==> config.mk <==
export PLATFORM = sky130hd
export DESIGN_NAME = mem_bus_arbiter
export DESIGN_NICKNAME = d
export VERILOG_FILES = /design/src/rtl/mem_bus_arbiter.sv
export SDC_FILE = /design/constraint.sdc
export NUM_CORES = 1
export LEC_CHECK = 0
export BUFFER_PORTS_ARGS = -buffer_cell sky130_fd_sc_hd__buf_2
export CORE_ASPECT_RATIO = 0.9
export CORE_MARGIN = 1.5
export CORE_UTILIZATION = 40
export DETAILED_ROUTE_END_ITERATION = 8
export GPL_TIMING_DRIVEN = 0
export PLACE_DENSITY = 0.81
export SYNTH_ARGS = -nofsm -noshare
export SYNTH_HDL_FRONTEND = slang
export SYNTH_SLANG_ARGS = --single-unit
==> constraint.sdc <==
create_clock -name clk -period 1.83 [get_ports clk]
set_input_delay 0.2745 -clock clk [delete_from_list [all_inputs] [get_ports clk]]
set_output_delay 0.2745 -clock clk [all_outputs]
set_load 0.01 [all_outputs]
==> src/rtl/mem_bus_arbiter.sv <==
`default_nettype none
// ============================================================================
// mem_bus_arbiter - round-robin sharing of one C2 memory port by two caches
// Rev 1.0
// ============================================================================
module mem_bus_arbiter #(
    parameter int BUS_SIZE   = 16,
    parameter int ADDR_W     = 15,
    parameter int LINE_BEATS = 8
) (
    input  logic                clk,
    input  logic                reset,
    input  logic [1:0]          req0_cmd,
    input  logic [ADDR_W-1:0]   req0_addr,
    input  logic [BUS_SIZE-1:0] req0_wdata,
    input  logic [1:0]          req1_cmd,
    input  logic [ADDR_W-1:0]   req1_addr,
    input  logic [BUS_SIZE-1:0] req1_wdata,
    output logic [1:0]          req_gnt,
    output logic [1:0]          req0_rsp_cmd,
    output logic [BUS_SIZE-1:0] req0_rdata,
    output logic [1:0]          req1_rsp_cmd,
    output logic [BUS_SIZE-1:0] req1_rdata,
    output logic                busy,
    output logic [1:0]          mem_cmd_out,
    output logic [ADDR_W-1:0]   mem_address,
    output logic [BUS_SIZE-1:0] mem_data_out,
    input  logic [1:0]          mem_cmd_in,
    input  logic [BUS_SIZE-1:0] mem_data_in
);

    localparam int CNT_W = $clog2(LINE_BEATS);
    localparam logic [CNT_W-1:0] c_last_beat = CNT_W'(LINE_BEATS - 1);
    localparam logic [CNT_W-1:0] c_one       = CNT_W'(1);

    localparam logic [1:0] c_nop      = 2'd0;
    localparam logic [1:0] c_response = 2'd1;
    localparam logic [1:0] c_read     = 2'd2;
    localparam logic [1:0] c_write    = 2'd3;

    typedef enum logic [2:0] {
        IDLE      = 3'd0,
        CMD       = 3'd1,
        WR_BEATS  = 3'd2,
        WAIT_RESP = 3'd3,
        RD_BEATS  = 3'd4
    } state_t;

    state_t                r_state;
    logic                  r_owner;
    logic                  r_last_owner;
    logic [1:0]            r_cmd_q;
    logic [ADDR_W-1:0]     r_addr_q;
    logic [BUS_SIZE-1:0]   r_beat0_q;
    logic [CNT_W-1:0]      r_beat_cnt;

    logic w_v0;
    logic w_v1;
    logic w_win;

    assign w_v0  = (req0_cmd == c_read) || (req0_cmd == c_write);
    assign w_v1  = (req1_cmd == c_read) || (req1_cmd == c_write);
    // On a tie the requester that did not own the bus last time wins.
    assign w_win = (w_v0 && w_v1) ? ~r_last_owner : w_v1;

    always_ff @(posedge clk) begin
        if (!reset) begin
            r_state      <= IDLE;
            r_owner      <= 1'b0;
            r_last_owner <= 1'b1;
            r_cmd_q      <= c_nop;
            r_addr_q     <= '0;
            r_beat0_q    <= '0;
            r_beat_cnt   <= '0;
        end else begin
            case (r_state)
                IDLE: begin
                    if (w_v0 || w_v1) begin
                        r_owner      <= w_win;
                        r_last_owner <= w_win;
                        r_cmd_q      <= w_win ? req1_cmd   : req0_cmd;
                        r_addr_q     <= w_win ? req1_addr  : req0_addr;
                        r_beat0_q    <= w_win ? req1_wdata : req0_wdata;
                        r_state      <= CMD;
                    end
                end
                CMD: begin
                    if (r_cmd_q == c_write) begin
                        r_beat_cnt <= c_one;
                        r_state    <= WR_BEATS;
                    end else begin
                        r_state    <= WAIT_RESP;
                    end
                end
                WR_BEATS: begin
                    r_beat_cnt <= r_beat_cnt + c_one;
                    if (r_beat_cnt == c_last_beat) r_state <= WAIT_RESP;
                end
                WAIT_RESP: begin
                    if (mem_cmd_in == c_response) begin
                        if (r_cmd_q == c_write) begin
                            r_state <= IDLE;
                        end else begin
                            // First read beat arrives with the response itself.
                            r_beat_cnt <= c_one;
                            r_state    <= RD_BEATS;
                        end
                    end
                end
                RD_BEATS: begin
                    r_beat_cnt <= r_beat_cnt + c_one;
                    if (r_beat_cnt == c_last_beat) r_state <= IDLE;
                end
                default: r_state <= IDLE;
            endcase
        end
    end

    always_comb begin
        req_gnt      = 2'b00;
        mem_cmd_out  = c_nop;
        mem_data_out = '0;
        req0_rsp_cmd = c_nop;
        req0_rdata   = '0;
        req1_rsp_cmd = c_nop;
        req1_rdata   = '0;
        case (r_state)
            CMD: begin
                req_gnt      = {r_owner, ~r_owner};
                mem_cmd_out  = r_cmd_q;
                mem_data_out = r_beat0_q;
            end
            WR_BEATS: begin
                mem_data_out = r_owner ? req1_wdata : req0_wdata;
            end
            WAIT_RESP, RD_BEATS: begin
                if (r_owner) begin
                    req1_rsp_cmd = (mem_cmd_in == c_response) ? c_response : c_nop;
                    req1_rdata   = mem_data_in;
                end else begin
                    req0_rsp_cmd = (mem_cmd_in == c_response) ? c_response : c_nop;
                    req0_rdata   = mem_data_in;
                end
            end
            default: ;
        endcase
    end

    assign busy        = (r_state != IDLE);
    assign mem_address = r_addr_q;

endmodule
`default_nettype wire

== Word-level counts from Yosys, hierarchy flattened ==
Cells that the tools add are included.

* Bits in latches: 0
* Output and inout bits: 72
* Word-level logic and storage cells: 67
* Memory bits (read-only): 0
* Register bits: 41
* Bits in writable memories: 0
* Input port bits: 86
* Memories kept: 0

* Reduce and logical (&&, ||, !) cells: 12
* Equal/unequal tests: 17
* Magnitude comparators: 0
* Bitwise gates (word level): 2
* Multipliers: 0
* Shift operators: 0
* Add/subtract/negate cells: 1
* Div/mod/pow operators: 0
* Muxes and demuxes: 28

{| class="wikitable"
|+ Operator list
! operator !! number
|-
| 2-to-1 mux 16 bit || 6
|-
| one-hot mux 16 bit (2 select lines) || 1
|-
| 2-to-1 mux 3 bit || 8
|-
| 2-to-1 mux 15 bit || 1
|-
| one-hot mux 3 bit (5 select lines) || 1
|-
| != test 2 bit, second input constant || 6
|-
| equality test 2 bit, second input constant || 5
|-
| one-hot mux 3 bit (3 select lines) || 1
|-
| AND reduction 4 bit || 2
|-
| 2-to-1 mux 1 bit || 7
|-
| equality test 3 x 2 -> 1 bit, second input constant || 2
|-
| equality test 3 bit, second input constant || 2
|-
| 2-to-1 mux 2 bit || 3
|-
| nonzero test 3 bit || 2
|-
| OR reduction 2 bit || 2
|-
| adder 3 x 1 -> 3 bit, second input constant || 1
|-
| equality test 3 x 1 -> 1 bit, second input constant || 1
|-
| logical NOT 3 bit || 1
|-
| logical OR 1 bit || 3
|-
| equality test 2 x 1 -> 1 bit, second input constant || 1
|-
| NOT 1 bit || 2
|-
| AND reduction 2 bit || 1
|-
| logical AND 1 bit || 1
|}

== Depth between registers and ports, before layout ==
Gate-level depths: netlist of the first run.

* Depth in word-level cells: 5
* Depth in mapped cells: 6
* Depth with buffers taken out: 5

== Least setup slack after synthesis of the first run ==
OpenSTA, ideal clock, no wires.

* Path type: reg-to-output
* Start point: register r_state[1]
* End point: output port req1_rdata[10]
* Buffers on the path: 2
* Data arrival time: 1.330 ns
* Data required time: 1.556 ns
* Path slack: 0.225 ns
* Cell stages (with the launch flop): 6
* Cells stage by stage: dfxtp_1 > buf_4 > or3b_4 > a21boi_4 > buf_6 > and2_1

* Longest elaborated chain between the ends: 3
* Elaborated cells on any way between the ends: 4
* Those cells by class: eq/ne (2); mux (1); reduce/logical (1)

{| class="wikitable"
|+ Ends and longest elaborated chain
! what !! line !! RTL
|-
| from (decl) || 49 || <nowiki>state_t r_state;</nowiki>
|-
| from (signal assigned) || 68 || <nowiki>r_state <= IDLE;</nowiki>
|-
| from (signal assigned) || 84 || <nowiki>r_state <= CMD;</nowiki>
|-
| from (signal assigned) || 90 || <nowiki>r_state <= WR_BEATS;</nowiki>
|-
| equality test 3 x 2 -> 1 bit / equality test 3 bit (equally long branches) || 127 || <nowiki>case (r_state)</nowiki>
|-
| OR reduction 2 bit (*) || 127 ||
|-
| 2-to-1 mux 16 bit (*) || 127 ||
|-
| to (decl) || 23 || <nowiki>output logic [BUS_SIZE-1:0] req1_rdata,</nowiki>
|}

Mark *: on every way between the ends. The rest lies on a longest branch, timed or not.

== Final worst setup path of the first run ==
* Start point: register r_state[1]
* End point: output port req1_rdata[14]

The elaborated chain is that of the path after synthesis.

==> results_dict.tcl, run 1 <==
set metrics [dict create \
    grt_overflow 0 \
    gr-usage-all-layers 0.2175 \
    synth_ff_type "dfxtp_1" \
    setup_viol 54 \
    cts_sinks 41 \
    synth_area_um2 2694 \
    hp-class "in -> reg" \
    drive_gt1_frac 0.5816 \
    yosys_warnings 0 \
    async_reset_ff_frac 0 \
    internal-power_mw 2.333 \
    cts-root-buf "clkbuf_8" \
    p_leak_nw 2.158 \
    ios 158 \
    clock_latency_ps 300 \
    rows 28 \
    final.min_clock_period_ps 2043 \
    dp.cells 548 \
    period_share 1.117 \
    switchingPower_mw 1.274 \
    cts-buffers-inserted 5 \
    die_w_um 89.51 \
    worstSetupEndpointType "output pin" \
    htreeDepth 2 \
    area_growth_pct 64.84 \
    skew_ps 11.46 \
    vias 3028 \
    yosysTopAreaCell "dfxtp_1" \
    comb_power_share 0.465 \
    synth_top_area_frac 0.3047 \
    grt_pass1_wl_um 12160 \
    core-area_um2 6551 \
    fillers 525 \
    io_buffers 154 \
    place_congestion 0.7980 \
    finalSetupTns_ps -7745 \
    drt-total-wl_um 8849 \
    dieArea_um2 7237 \
    antenna_found_initial 0 \
    synth_edf_count 0 \
    worst_ep_required_time_ps 1560 \
    drt_iter0_markers 88 \
    power_density_nw_per_um2 812.3 \
    drc 0 \
    diodes 0 \
    worstPathArrival_ps 1770 \
    critPathKind "reg -> out" \
    max_freq_mhz 489.4 \
    finalPower_mw 3.607 \
    rsz0062_at_grt "yes" \
    ant_nets 0 \
    multi_input_area_um2 1861 \
    cts_buffer_depth 2 \
    start_kind "flop" \
    cts_hold_buf 0 \
    final_util 0.6778 \
    drt-vias-per-instance 5.221 \
    synth_most_common_cell "mux2i_1" \
    synthCells 303 \
    hpwlAfterDp_um 5945 \
    status "finished, violations left" \
    synth.ff_latch_count 41 \
    violations "negative setup slack" \
    cap_violations 0 \
    peakVddDrop_mv 0.4597 \
    yosysSeqAreaShare 0.3047 \
    start_util 0.4112 \
    switching_share 0.3531 \
    synth_area_leaders "dfxtp_1 30%, mux2i_1 18%, and2_1 8.8%, a211oi_1 8.4%, a21oi_1 6.7%" \
    path_clk_slew_ps 70 \
    worst_slack_ps -213.2 \
    path_max_fanout 5 \
    seqCellArea_um2 824.5 \
    finalHoldViolations 0 \
    nets 577 \
    synth.distinct_cells 43 \
    avgSynthCellArea_um2 8.891 \
    cts_tree "done" \
    grt_pass1_vias 2680 \
    power.share.sequential 0.327 \
    p_clk_frac 0.208 \
    grt_max_degree 13 \
    stdcell_count 580 \
    slew_violations 0 \
    yosys-top-cells-count "48 x mux2i_1, 41 x dfxtp_1, 38 x and2_1" \
    firstDrtPassIters 4 \
    die_y_um 80.86 \
    avgRoutedWirePerCell_um 15.26 \
]
-- timing repair --
item | in CTS | in global routing
pin swaps | 23 | 34
gates cloned | 2 | 2
resized for setup | 42 | 113
setup endpoints to repair | 54 | 55
buffers inserted | 7 | 14
-- power groups by stage --
stage	Clock [mW]	Combinational [mW]	Sequential, mW
detailed placement	0	1.30	1.16
global placement	0	1.27	1.16
floorplan	0	0.834	1.18
CTS	0.755	1.38	1.15
global route	0.800	1.81	1.19
finish	0.752	1.68	1.18
-- sequential cells by signal, indices dropped and copies added (netlist names) --
| name | count |
|---|---|
| r_last_owner | 1 |
| r_state | 3 |
| r_beat_cnt | 3 |
| r_cmd_q | 2 |
| r_owner | 1 |
| mem_address | 15 |
| r_beat0_q | 16 |
-- per-layer routing --
layer  vias up  part of all wire  wire length, µm  track usage
met4         0             0.018              163      0.06308
li1       1461                 -                -            -
met5         -                 0                0            0
met2       149              0.49             4363       0.4008
met1      1403              0.41             3595       0.2464
met3        15             0.082              727      0.05386
-- logic make-up after synthesis --
family,after synthesis,synth area share
compound gates,99,0.2401
simple gates,78,0.1714
mux,48,0.1784
flops,41,0.3047
buf+inv,33,0.09150
fa+ha+maj,2,0.009288
other cells,1,0.001392
xor+xnor,1,0.003252
-- worst max-delay path, cell delays in order (launching register included) --
cell and delay (ps):
dfxtp_2 320, buf_6 120, or3b_4 410, a21boi_4 220, buf_6 150, and2_4 150
buf_6 100
-- per-stage QoR --
step                instance area, µm²  hold slack (ps)  setup slack, ps
global route                      4441            248.6           -257.7
CTS                               3934            238.7           -235.8
floorplan                         2698            454.8            225.4
detailed placement                3581            481.0           -60.92
global placement                  3581            470.6           -10.84
finish                            4441            243.1           -213.2
-- cell usage in the layout, fill, tap and decap left out, types with 4 or more instances in the layout --
cell type	count
a21oi_1	36
o21ai_1	5
mux2i_1	48
nand2_1	5
clkbuf_1	6
clkbuf_8	6
and2_4	35
nand2_4	11
buf_2	121
a211oi_1	30
buf_4	18
o21ai_2	11
nand2_2	5
buf_6	57
nor2_1	4
dfxtp_1	38
-- layout make-up --
class | instances | share of cell area
Buffer | 29 | 0.06002
Clock buffer | 7 | 0.01944
Clock inverter | 1 | 0.006762
Inverter | 3 | 0.003099
Multi-Input combinational cell | 230 | 0.4190
Sequential cell | 41 | 0.1857
Tap cell | 90 | 0.02536
Timing Repair Buffer | 179 | 0.2806
-- path summary, 6_finish.rpt --
| check | start | endpoint | slack [ps] | cells past startpoint |
|---|---|---|---|---|
| worst max register to register | r_state[1] | r_beat0_q[1] | 150 | 8 |
| worst min register to register | r_beat_cnt[0] | r_beat_cnt[0] | 500 | 2 |
| worst max-delay path | r_state[1] | req1_rdata[14] | -210 | 6 |
| worst min-delay path | reset | r_last_owner | 240 | 2 |
Power figures use the tool's default switching activity.
==> inputs of run 2 (changes only) <==
--- a/config.mk
+++ b/config.mk
@@ -12,6 +12,7 @@
 export DETAILED_ROUTE_END_ITERATION = 8
 export GPL_TIMING_DRIVEN = 0
 export PLACE_DENSITY = 0.81
+export RECOVER_POWER = 25
 export SYNTH_ARGS = -nofsm -noshare
 export SYNTH_HDL_FRONTEND = slang
 export SYNTH_SLANG_ARGS = --single-unit
==> run 2 against run 1 <==
The run still ends with negative setup slack left. Critical path type unchanged. Setup slack got worse by 1.8 ps. Clock skew decreased by 1.5 ps. Utilization decreased by 0.27 points. Sequential power about the same. Critical endpoint unchanged. Sequential share of layout area increased by 0.074 points.
==> results_dict.tcl, run 2 (synthesis gave the netlist of run 1 again) <==
set metrics [dict create \
    path_max_fanout 5 \
    io_buffers 154 \
    ant_nets 0 \
    htreeDepth 2 \
    place_ws_ps -60.92 \
    place_congestion 0.7980 \
    grt_pass1_wl_um 12160 \
    die_y_um 80.86 \
    rsz0062_at_grt "yes" \
    cts_tree "done" \
    drc 0 \
    clock_latency_ps 300 \
    antenna_found_initial 0 \
    drt-vias-per-instance 5.217 \
    min_to "r_last_owner" \
    core-area_um2 6551 \
    worst_ep_required_time_ps 1560 \
    drive_gt1_frac 0.5531 \
    period_share 1.118 \
    grt_overflow 0 \
    slew_violations 0 \
    reg2reg_depth 8 \
    grt_max_degree 13 \
    use_met3 0.05386 \
    cts-root-buf "clkbuf_8" \
    nets 577 \
    drt_iter0_markers 99 \
    cts_buffer_depth 2 \
    finalHoldViolations 0 \
    cts_sinks 41 \
    final_util 0.6751 \
    fillers 526 \
    worstPathArrival_ps 1770 \
    diodes 0 \
    worstSetupEndpointType "output pin" \
    largest_reg_flops 16 \
    hp-class "in -> reg" \
    setup_viol 54 \
    r2r_end "r_beat0_q[1]" \
    avgRoutedWirePerCell_um 15.23 \
    vias 3026 \
    dieArea_um2 7237 \
    ios 158 \
    violations "negative setup slack" \
    power_density_nw_per_um2 812.4 \
    top_register "r_beat0_q" \
    use_met1 0.2464 \
    hpwlAfterDp_um 5945 \
    skew_ps 9.932 \
    mostFrequentLayoutCells "107 x buf_2, 57 x buf_6, 48 x mux2i_1" \
    rrSetupSlack_ps 150 \
    busiest_layer "met2" \
    rows 28 \
    area_growth_pct 64.19 \
    start_util 0.4112 \
    gr-usage-all-layers 0.2175 \
    p_leak_nw 2.106 \
    whs_path_depth 2 \
    path_clk_slew_ps 70 \
    final.min_clock_period_ps 2045 \
    drt-total-wl_um 8834 \
    start_kind "flop" \
    cts-buffers-inserted 5 \
    peakVddDrop_mv 0.4533 \
    max_freq_mhz 489.0 \
    status "finished, violations left" \
    rr_startpoint "r_state[1]" \
    layout_commonest_cell "buf_2" \
    critPathKind "reg -> out" \
    cap_violations 0 \
    grt_pass1_vias 2680 \
    grt_util_met2 0.4008 \
    firstDrtPassIters 4 \
    die_w_um 89.51 \
    worst_slack_ps -215.0 \
    hold_path_startpoint "reset" \
]
[run 2: timing repair]
| item | 4_1_cts | 5_1_grt |
|---|---|---|
| endpoints found under the setup margin | 54 | 55 |
| resized for setup | 42 | 113 |
| hold buffers | 0 | 0 |
| pin swaps | 23 | 34 |
| gates cloned | 2 | 2 |
| buffers inserted | 7 | 14 |
[run 2: metal layers]
metal,vias to the layer above,part of all wire
li1,1464,-
met1,1404,0.41
met2,145,0.50
met3,13,0.079
met4,0,0.016
met5,-,0
[run 2: worst max-delay path by stage]
stage | cells past startpoint | endpoint | start | slack (ps)
CTS | 6 | req1_rdata[6] | r_state[1] | -240
global route | 6 | req1_rdata[14] | r_state[1] | -260
detailed placement | 6 | mem_data_out[10] | r_state[0] | -60
global placement | 6 | mem_data_out[9] | r_state[0] | -10
finish | 6 | req1_rdata[14] | r_state[1] | -220
floorplan | 5 | req1_rdata[10] | r_state[1] | 230
[run 2: report_power, final]
| part | switching, mW | internal (mW) |
|---|---|---|
| sequential | 0.124 | 1.06 |
| combinational | 0.845 | 0.816 |
| clock | 0.306 | 0.445 |
| total | 1.28 | 2.32 |
[run 2: area by class of cell]
cell class	count	area (µm²)	area share
plain buffers	29	266.5	0.06025
clock buffers	7	86.33	0.01952
clock inverters	1	30.03	0.006789
inverters	3	13.76	0.003112
multi-input cells	230	1861	0.4206
flip-flops and latches	41	824.5	0.1864
well taps	90	112.6	0.02546
repair buffers	179	1229	0.2778
[run 2: through the flow]
step / total power [mW] / cell area (µm²) / TNS, ps / hold WS, ps / std cells
finish: 3.593 / 4423 / -7788 / 241.4 / 580
global route: 3.794 / 4423 / -10550 / 248.6 / 580
CTS: 3.286 / 3934 / -9760 / 238.7 / 565
detailed placement: 2.460 / 3581 / -503.7 / 481.0 / 548
global placement: 2.423 / 3581 / -15.59 / 470.6 / 548
floorplan: 2.010 / 2698 / 0 / 454.8 / 304
[run 2: critical path: stages (launching register included)]
cell	delay [ps]
dfxtp_2	320
buf_6	120
or3b_4	410
a21boi_4	220
buf_6	150
and2_4	150
buf_6	100
